File: src/rtl/x_mem_pkg.sv
// x_mem_pkg: shared types and RAM geometry for the capture sequencer and its RAM.
package x_mem_pkg;
    localparam int MEM_AW = 8;
    localparam int MEM_DW = 16;
    localparam int MEM_WORDS = 256;
    typedef enum logic [2:0] {
        S_IDLE,
        S_ARMED,
        S_CAPTURE,
        S_RD_REQ,
        S_RD_WAIT,
        S_SEND_LO,
        S_SEND_HI
    } state_e;
    typedef enum logic {
        BYTE_LO,
        BYTE_HI
    } byte_sel_e;
endpackage

File: src/rtl/x_mem.sv
// x_mem: 256 x 16 block RAM, one write port, registered read with 1-cycle latency.
module x_mem
    import x_mem_pkg::*;
(
    input  logic              i_clk,
    input  logic              i_wen,
    input  logic [MEM_AW-1:0] i_waddr,
    input  logic [MEM_DW-1:0] i_wdata,
    input  logic              i_ren,
    input  logic [MEM_AW-1:0] i_raddr,
    output logic [MEM_DW-1:0] o_rdata
);
    logic [MEM_DW-1:0] mem [MEM_WORDS];
    always_ff @(posedge i_clk) begin
        if (i_wen) mem[i_waddr] <= i_wdata;
        if (i_ren) o_rdata <= mem[i_raddr];
`ifdef SIM
        else o_rdata <= 'x;
`endif
    end
endmodule

File: src/rtl/x_mem_capture_ctrl.sv
// x_mem_capture_ctrl: captures a triggered burst of samples into x_mem and
// drains it little-endian as a byte stream over a valid/ready handshake.
module x_mem_capture_ctrl
    import x_mem_pkg::*;
#(
    parameter int DEPTH = 256,
    parameter int AW = MEM_AW
) (
    input  logic        i_clk,
    input  logic        i_rst,
    input  logic        i_arm,
    input  logic        i_abort,
    input  logic        i_trig,
    input  logic        i_sample_valid,
    input  logic [15:0] i_sample,
    output logic        o_tx_valid,
    output logic [7:0]  o_tx_data,
    input  logic        i_tx_ready,
    output logic        o_busy,
    output logic        o_done
);
    localparam logic [AW:0] LAST_W = (AW+1)'(DEPTH - 1);
    localparam logic [AW-1:0] LAST_R = AW'(DEPTH - 1);
    state_e state_q, state_d;
    byte_sel_e sel;
    logic [AW:0] cnt_q;
    logic [AW-1:0] raddr_q;
    logic [MEM_DW-1:0] hold_q, mem_rdata;
    logic mem_wen, mem_ren, last_w, last_r, fire_hi, done_q;
    assign last_w = cnt_q == LAST_W;
    assign last_r = raddr_q == LAST_R;
    assign fire_hi = state_q == S_SEND_HI && i_tx_ready;
    assign mem_wen = (state_q == S_CAPTURE || (state_q == S_ARMED && i_trig)) && i_sample_valid;
    assign mem_ren = state_q == S_RD_REQ;
    assign sel = state_q == S_SEND_HI ? BYTE_HI : BYTE_LO;
    assign o_tx_valid = state_q == S_SEND_LO || state_q == S_SEND_HI;
    assign o_tx_data = !o_tx_valid ? 8'h00 : sel == BYTE_HI ? hold_q[15:8] : hold_q[7:0];
    assign o_busy = state_q != S_IDLE;
    assign o_done = done_q;
    x_mem u_mem (
        .i_clk  (i_clk),
        .i_wen  (mem_wen),
        .i_waddr(cnt_q[AW-1:0]),
        .i_wdata(i_sample),
        .i_ren  (mem_ren),
        .i_raddr(raddr_q),
        .o_rdata(mem_rdata)
    );
    always_ff @(posedge i_clk or posedge i_rst) begin
        if (i_rst) state_q <= S_IDLE;
        else state_q <= state_d;
    end
    always_comb begin
        state_d = state_q;
        case (state_q)
            S_IDLE:    state_d = i_arm ? S_ARMED : S_IDLE;
            S_ARMED:   state_d = !i_trig ? S_ARMED : (i_sample_valid && last_w) ? S_RD_REQ : S_CAPTURE;
            S_CAPTURE: state_d = (i_sample_valid && last_w) ? S_RD_REQ : S_CAPTURE;
            S_RD_REQ:  state_d = S_RD_WAIT;
            S_RD_WAIT: state_d = S_SEND_LO;
            S_SEND_LO: state_d = i_tx_ready ? S_SEND_HI : S_SEND_LO;
            S_SEND_HI: state_d = !i_tx_ready ? S_SEND_HI : last_r ? S_IDLE : S_RD_REQ;
            default:   state_d = S_IDLE;
        endcase
        if (i_abort) state_d = S_IDLE;
    end
    // cnt_q is one bit wider than the address so a full 256-word burst ends without wrapping
    always_ff @(posedge i_clk or posedge i_rst) begin
        if (i_rst) begin
            cnt_q <= '0;
            raddr_q <= '0;
            hold_q <= '0;
            done_q <= 1'b0;
        end else begin
            done_q <= fire_hi && last_r && !i_abort;
            if (i_abort || (state_q == S_IDLE && i_arm)) begin
                cnt_q <= '0;
                raddr_q <= '0;
            end else begin
                if (mem_wen) cnt_q <= cnt_q + 1'b1;
                if (fire_hi && !last_r) raddr_q <= raddr_q + 1'b1;
                if (state_q == S_RD_WAIT) hold_q <= mem_rdata;
            end
        end
    end
endmodule

File: config.mk
export PLATFORM = sky130hd
export DESIGN_NAME = x_mem_capture_ctrl
export DESIGN_NICKNAME = d
export VERILOG_FILES = /design/src/rtl/x_mem_pkg.sv /design/src/rtl/x_mem.sv /design/src/rtl/x_mem_capture_ctrl.sv
export SDC_FILE = /design/constraint.sdc
export NUM_CORES = 2
export LEC_CHECK = 0
export CAP_MARGIN = 5
export CORE_MARGIN = 5
export CORE_UTILIZATION = 40
export CTS_CLUSTER_DIAMETER = 30
export DETAILED_ROUTE_END_ITERATION = 7
export PLACE_DENSITY = 0.62
export SLEW_MARGIN = 20
export SYNTH_ARGS = -nofsm -noshare
export SYNTH_HDL_FRONTEND = slang
export SYNTH_SLANG_ARGS = --single-unit
File: constraint.sdc
create_clock -name i_clk -period 2.65 [get_ports i_clk]
set_input_delay 0.53 -clock i_clk [delete_from_list [all_inputs] [get_ports i_clk]]
set_output_delay 0.53 -clock i_clk [all_outputs]
set_load 0.01 [all_outputs]
# After elaboration in Yosys (flattened, before gate mapping)
# Memories as Yosys holds them, arrays and structs flattened. A register that Yosys moved wholly into a read port is not among the register bits.
# Index checks and enable logic that the tools add are counted.
dict set report op_classes {
  mul 0
  addsub 2
  muxes 17
  n_reduce_logical 18
  order_cmp 0
  n_shift 0
  n_eq_ne 8
  bitwise_logic 1
  n_div 0
}
# operator count
set ops {}
lappend ops {{$mux W8} 4}
lappend ops {{$pmux W3 S7} 1}
lappend ops {{$mux W9} 2}
lappend ops {{$add A9 B1 Y9 const B} 1}
lappend ops {{$eq A3 B3 Y1 const B} 3}
lappend ops {{$eq A9 B8 Y1 const B} 1}
lappend ops {{$mux W3} 3}
lappend ops {{$add A8 B1 Y8 const B} 1}
lappend ops {{$eq A8 B8 Y1 const B} 1}
lappend ops {{$logic_and A1 B1 Y1} 8}
lappend ops {{$eq A3 B2 Y1 const B} 2}
lappend ops {{$mux W1} 5}
lappend ops {{$mux W2} 2}
lappend ops {{$reduce_bool A2 Y1} 2}
lappend ops {{$eq A3 B1 Y1 const B} 1}
lappend ops {{$logic_not A3 Y1} 1}
lappend ops {{$logic_or A1 B1 Y1} 3}
lappend ops {{$reduce_bool A3 Y1} 1}
lappend ops {{$logic_not A1 Y1} 2}
lappend ops {{$reduce_and A2 Y1} 1}
lappend ops {{$not A1 Y1} 1}
dict set report totals {
  elab_cells 52
  rom_bits 0
  regBits 37
  latch_bits 0
  n_memories 1
  output_inout_bits 11
  ramBits 4096
  inputBits 23
}
# memory words width rd rd_clocked_by_memory_dff write_ports line
set memory_table {}
lappend memory_table {u_mem.mem 256 16 1 1 1 x_mem.sv:13} ;# logic [MEM_DW-1:0] mem [MEM_WORDS];

# Depth between registers and ports, before layout
dict set report depth {
  ltp_word 6
  ltp_mapped 13
  mapped_depth_nobuf 7
}

# Cells and area by module
# A second synthesis with hierarchy kept.
dict set report unflattened {
  hier_cells 7539
  area_unflattened_um2 160836.8
}
# mod instances seq_area_each_um2 area_per_inst_um2 cells_each
set modules_own_cells {}
lappend modules_own_cells {x_mem 1 123478.4 158874.9 7360}
lappend modules_own_cells {x_mem_capture_ctrl 1 925.9 1961.9 179}

# Worst setup path after synthesis
# Ideal clock, no wire load.
dict set report synth_timing {
  path_kind {register to register}
  start {reg state_q[1]}
  end {mem u_mem.mem[112][0], enable pin}
  setup_ps 389
  path_slack_ps -274
  t_arrival_ps 2535
  path_buffers 3
  path_stages_with_launch 8
  required_ps 2261
  synth_period_minus_slack_ps 2924
  path_cell_list {dfrtp_1 > clkbuf_1 > nor2b_1 > o21a_1 > clkbuf_1 > clkbuf_1 > nand3_1 > nor2_1}
}
dict set report synth_between {
  elab_chain_cells 6
  word_cells_on_any_way 7
  cone_classes {2 x eq/ne; 2 x mux; 3 x reduce/logical}
}
# element line
set synth_lines {}
lappend synth_lines {{from (decl)} x_mem_capture_ctrl.sv:24} ;# state_e state_q, state_d;
lappend synth_lines {{from (signal assigned)} x_mem_capture_ctrl.sv:51} ;# else state_q <= state_d;
lappend synth_lines {{$eq A3 B1 Y1} x_mem_capture_ctrl.sv:33} ;# assign mem_wen = (state_q == S_CAPTURE || (state_q == S_ARMED && i_trig)) && i_sample_valid;
lappend synth_lines {{$logic_and A1 B1 Y1} x_mem_capture_ctrl.sv:33}
lappend synth_lines {{$logic_or A1 B1 Y1 (*)} x_mem_capture_ctrl.sv:33}
lappend synth_lines {{$logic_and A1 B1 Y1 (*)} x_mem_capture_ctrl.sv:33}
lappend synth_lines {{$mux W1 (*)} x_mem.sv:15} ;# if (i_wen) mem[i_waddr] <= i_wdata;
lappend synth_lines {{$mux W1 (implied by the code) (*)} x_mem.sv:15}
lappend synth_lines {{to (decl)} x_mem.sv:13}
# Mark *: on every way between the ends. The rest lies on a longest branch, timed or not.

==> impl_metrics.tcl <==
set metrics [dict create \
    violations "setup timing" \
    setup_viol 49 \
    vias 93100 \
    routed_via_density 5.91 \
    worst-endpoint-required_ns 3.46 \
    regArea_um2 124000 \
    synth_seq_cells 4149 \
    clock_latency_ns 1.06 \
    critPathBufInv 6 \
    synth_cells 7806 \
    finalMaxSlewViolations 0 \
    ios 34 \
    gp_congestion 0.912 \
    htreeDepth 6 \
    rsz0062_at_grt "yes" \
    final-hold-violation-count 0 \
    drt_wl_total_mm 521 \
    slowest_stage "dfrtp_4" \
    cp_max_fo 20 \
    synthArstFlopShare_pct 0.892 \
    drive_gt1_share_pct 39.3 \
    cts.sinks 4149 \
    leakage_nw 67.9 \
    drc_errors 0 \
    multi_input_area_um2 36400 \
    core_area_um2 403000 \
    p_total_mw 165 \
    worst-setup-path-type "flip-flop to flip-flop" \
    max_stage_delay_ns 0.54 \
    startpoint_type "flip-flop" \
    synth_area_um2 162000 \
    port_buffers 33 \
    max_slew_margin_pct 36.2 \
    worst_hold_path_type "input port to flip-flop" \
    syn_area_per_cell_um2 20.7 \
    grt_usage_pct 24.3 \
    cellPowerDensity_nw_per_um2 781 \
    power_frac_seq_pct 43.8 \
    p_int_mw 131 \
    fin_hold_ws_ns 0.0698 \
    clockPowerShare_pct 54.9 \
    cts_buffer_depth 4 \
    cp.arrival_ns 4.24 \
    drt_iter0_markers 13200 \
    synth_nets 7835 \
    rows 233 \
    yosysTopAreaCellShare_pct 76.3 \
    crit_path_frequent_cell "buf_4" \
    period_share_pct 130 \
    die-area_um2 418000 \
    synth-main-ff-cell "edfxtp_1" \
    synth_top_area_cell "edfxtp_1" \
    ir_drop_mv 0.835 \
    grt-ovfl-total 0 \
    place_hpwl_mm 323 \
    fillCellCount 30900 \
    swShare_pct 20.8 \
    comb_power_share_pct 1.3 \
    grt_max_degree 102 \
    routedWlPerCell_um 33.0 \
    fin_skew_ns 0.0851 \
    worstMarginPinSlew_ns 0.957 \
    syn_to_final_growth_pct 30.9 \
    status "complete, but fails checks" \
    cp_top_family "buffers and inverters" \
    die_height_um 646 \
    cts_buffers 709 \
    min_period_ns 3.43 \
    drt-pass1-iter-count 6 \
    synth_edf_count 4112 \
    die_w_um 646 \
    synth_warnings 0 \
    cap_violations 0 \
    path_clk_slew_ns 0.05 \
    initial_utilization_pct 40.2 \
    grt_pass1_vias 93100 \
    cp_cell_sequence "buf_4 -> buf_4 -> buf_12 -> buf_4 -> nand2_1 -> buf_4 -> o22ai_2 -> or4_4 -> a221oi_4 -> buf_4 -> nor3_2" \
    synth.area.top_cells "edfxtp_1 76%, mux4_2 9.3%, mux2i_1 4.3%" \
    drtAntennaViolNets 0 \
    synthDistinctLibCells 86 \
    p_switching_mw 34.3 \
    grt_pass1_wl_mm 720 \
    cts_root_buffer "clkbuf_16" \
    cts_tree "built" \
    antenna_found_initial 23 \
    end_kind "flip-flop" \
    fin_nets 9767 \
    fmax_mhz 291 \
    ys_seq_area_share_pct 76.8 \
    worst_slack_ns -0.782 \
]
routing by layer:
layer  global-route usage, %  vias up  wire length [um]
li1                        -    37000                 -
met1                    32.6    49000            195000
met4                    11.2        8             27400
met3                    5.55     1131             54600
met2                    37.8     5990            243000
met5                       0        -                58
stage by stage:
stage | cells | cell area, um2 | worst slack, ns | setup TNS [ns] | utilization (%)
2_1_floorplan | 7806 | 162000 | -0.207 | -320.43 | -
3_3_place_gp | 14200 | 183000 | -1.55 | -1299.50 | 45.3
3_5_place_dp | 14200 | 183000 | -1.44 | -1365.64 | 45.3
4_1_cts | 15700 | 211000 | -0.627 | -12.41 | 52.3
5_1_grt | 15700 | 212000 | -0.750 | -18.54 | 52.6
6_report | 15800 | 212000 | -0.782 | -13.67 | 52.6
cells by family after synthesis:
group	Yosys count	share of synthesized area [%]
xor gates and xnor gates	10	0.0541
DFF	4149	76.8
AOI/OAI and AO/OA	930	3.96
adders and majority gates	6	0.0464
muxes	1454	14.7
buffers and inverters	489	2.21
and+or+nand+nor	768	2.15
repair_timing:
action,4_1_cts,5_1_grt
hold buffers,9,0
cloned,28,11
hold endpoints to repair,195,0
setup buffers,126,51
resized for setup,494,175
pin swaps,91,78
setup endpoints to repair,32,272
sequential cells by signal, summed over array words and instances (netlist names):
name / flops
o_done: 1
state_q: 3
hold_q: 16
cnt_q: 9
u_mem.mem: 4096
u_mem.o_rdata: 16
raddr_q: 8
cell type report:
| class | count | area share [%] |
|---|---|---|
| sequential | 4149 | 58.7 |
| multi-input combinational | 3168 | 17.2 |
| timing repair buffer | 1698 | 9.54 |
| clock buffer | 799 | 8.63 |
| tap | 5405 | 3.19 |
| clock inverter | 510 | 2.71 |
| inverter | 12 | 0.0301 |
| antenna | 12 | 0.0142 |
cells in the final DEF, fill, tap and decap left out, types with 26 or more instances in the layout:
cell and instances:
a21oi_1 162, a21oi_2 26, a22oi_1 60, buf_12 449, buf_16 38, buf_4 1048
buf_6 93, bufinv_16 84, clkbuf_1 80, clkbuf_16 728, clkinv_1 88, clkinv_2 92
clkinv_4 59, clkinvlp_4 90, dfrtp_1 28, edfxtp_1 4112, inv_6 62, mux2_2 39
mux2i_1 679, mux4_1 41, mux4_2 684, nand2_1 121, nand3_1 66, nor2_1 159
nor2_2 176, nor3_1 36, o21ai_0 69, o221ai_1 175, o221ai_2 36, o22ai_1 159
worst reg2reg max path, cell delays in order, from the launching register on:
cell and delay (ns):
dfrtp_4 0.54, buf_4 0.21, buf_4 0.20, buf_12 0.17, buf_4 0.28, nand2_1 0.26, buf_4 0.21, o22ai_2 0.07
or4_4 0.52, a221oi_4 0.46, buf_4 0.22, nor3_2 0.03
power groups by stage:
| stage | Clock [mW] | Sequential [mW] | Combinational, mW |
|---|---|---|---|
| 2_1_floorplan | 0 | 73.6 | 0.291 |
| 3_3_place_gp | 0 | 73.6 | 1.87 |
| 3_5_place_dp | 0 | 73.6 | 1.99 |
| 4_1_cts | 91.6 | 72.4 | 2.08 |
| 5_1_grt | 95.1 | 72.3 | 2.25 |
| 6_report | 90.9 | 72.4 | 2.19 |
worst paths after layout:
kind                                       start            endpoint  slack, ns  cells after the start
min in group asynchronous                  i_rst           hold_q[1]       0.41                      3
worst max register to register        raddr_q[2]   u_mem.o_rdata[12]      -0.78                     11
worst max-delay path                  raddr_q[2]   u_mem.o_rdata[12]      -0.78                     11
worst min register to register  u_mem.o_rdata[2]           hold_q[2]       0.47                      1
max in group asynchronous                  i_rst          state_q[2]       1.56                      4
worst min-delay path                i_sample[11]  u_mem.mem[237][11]       0.07                      1
synth_stat cells, types with 39 or more instances:
library cell,count
buf_8,58
nand2_1,145
mux4_1,53
a22oi_1,75
nand3_1,74
nor2_1,345
o21ai_0,90
a21oi_1,200
buf_2,120
buf_6,67
mux2i_1,690
edfxtp_1,4112
mux4_2,672
nor3_1,67
o221ai_1,213
clkbuf_1,151
mux2_2,39
o22ai_1,175
No activity file was read; power rests on OpenSTA's default activity.
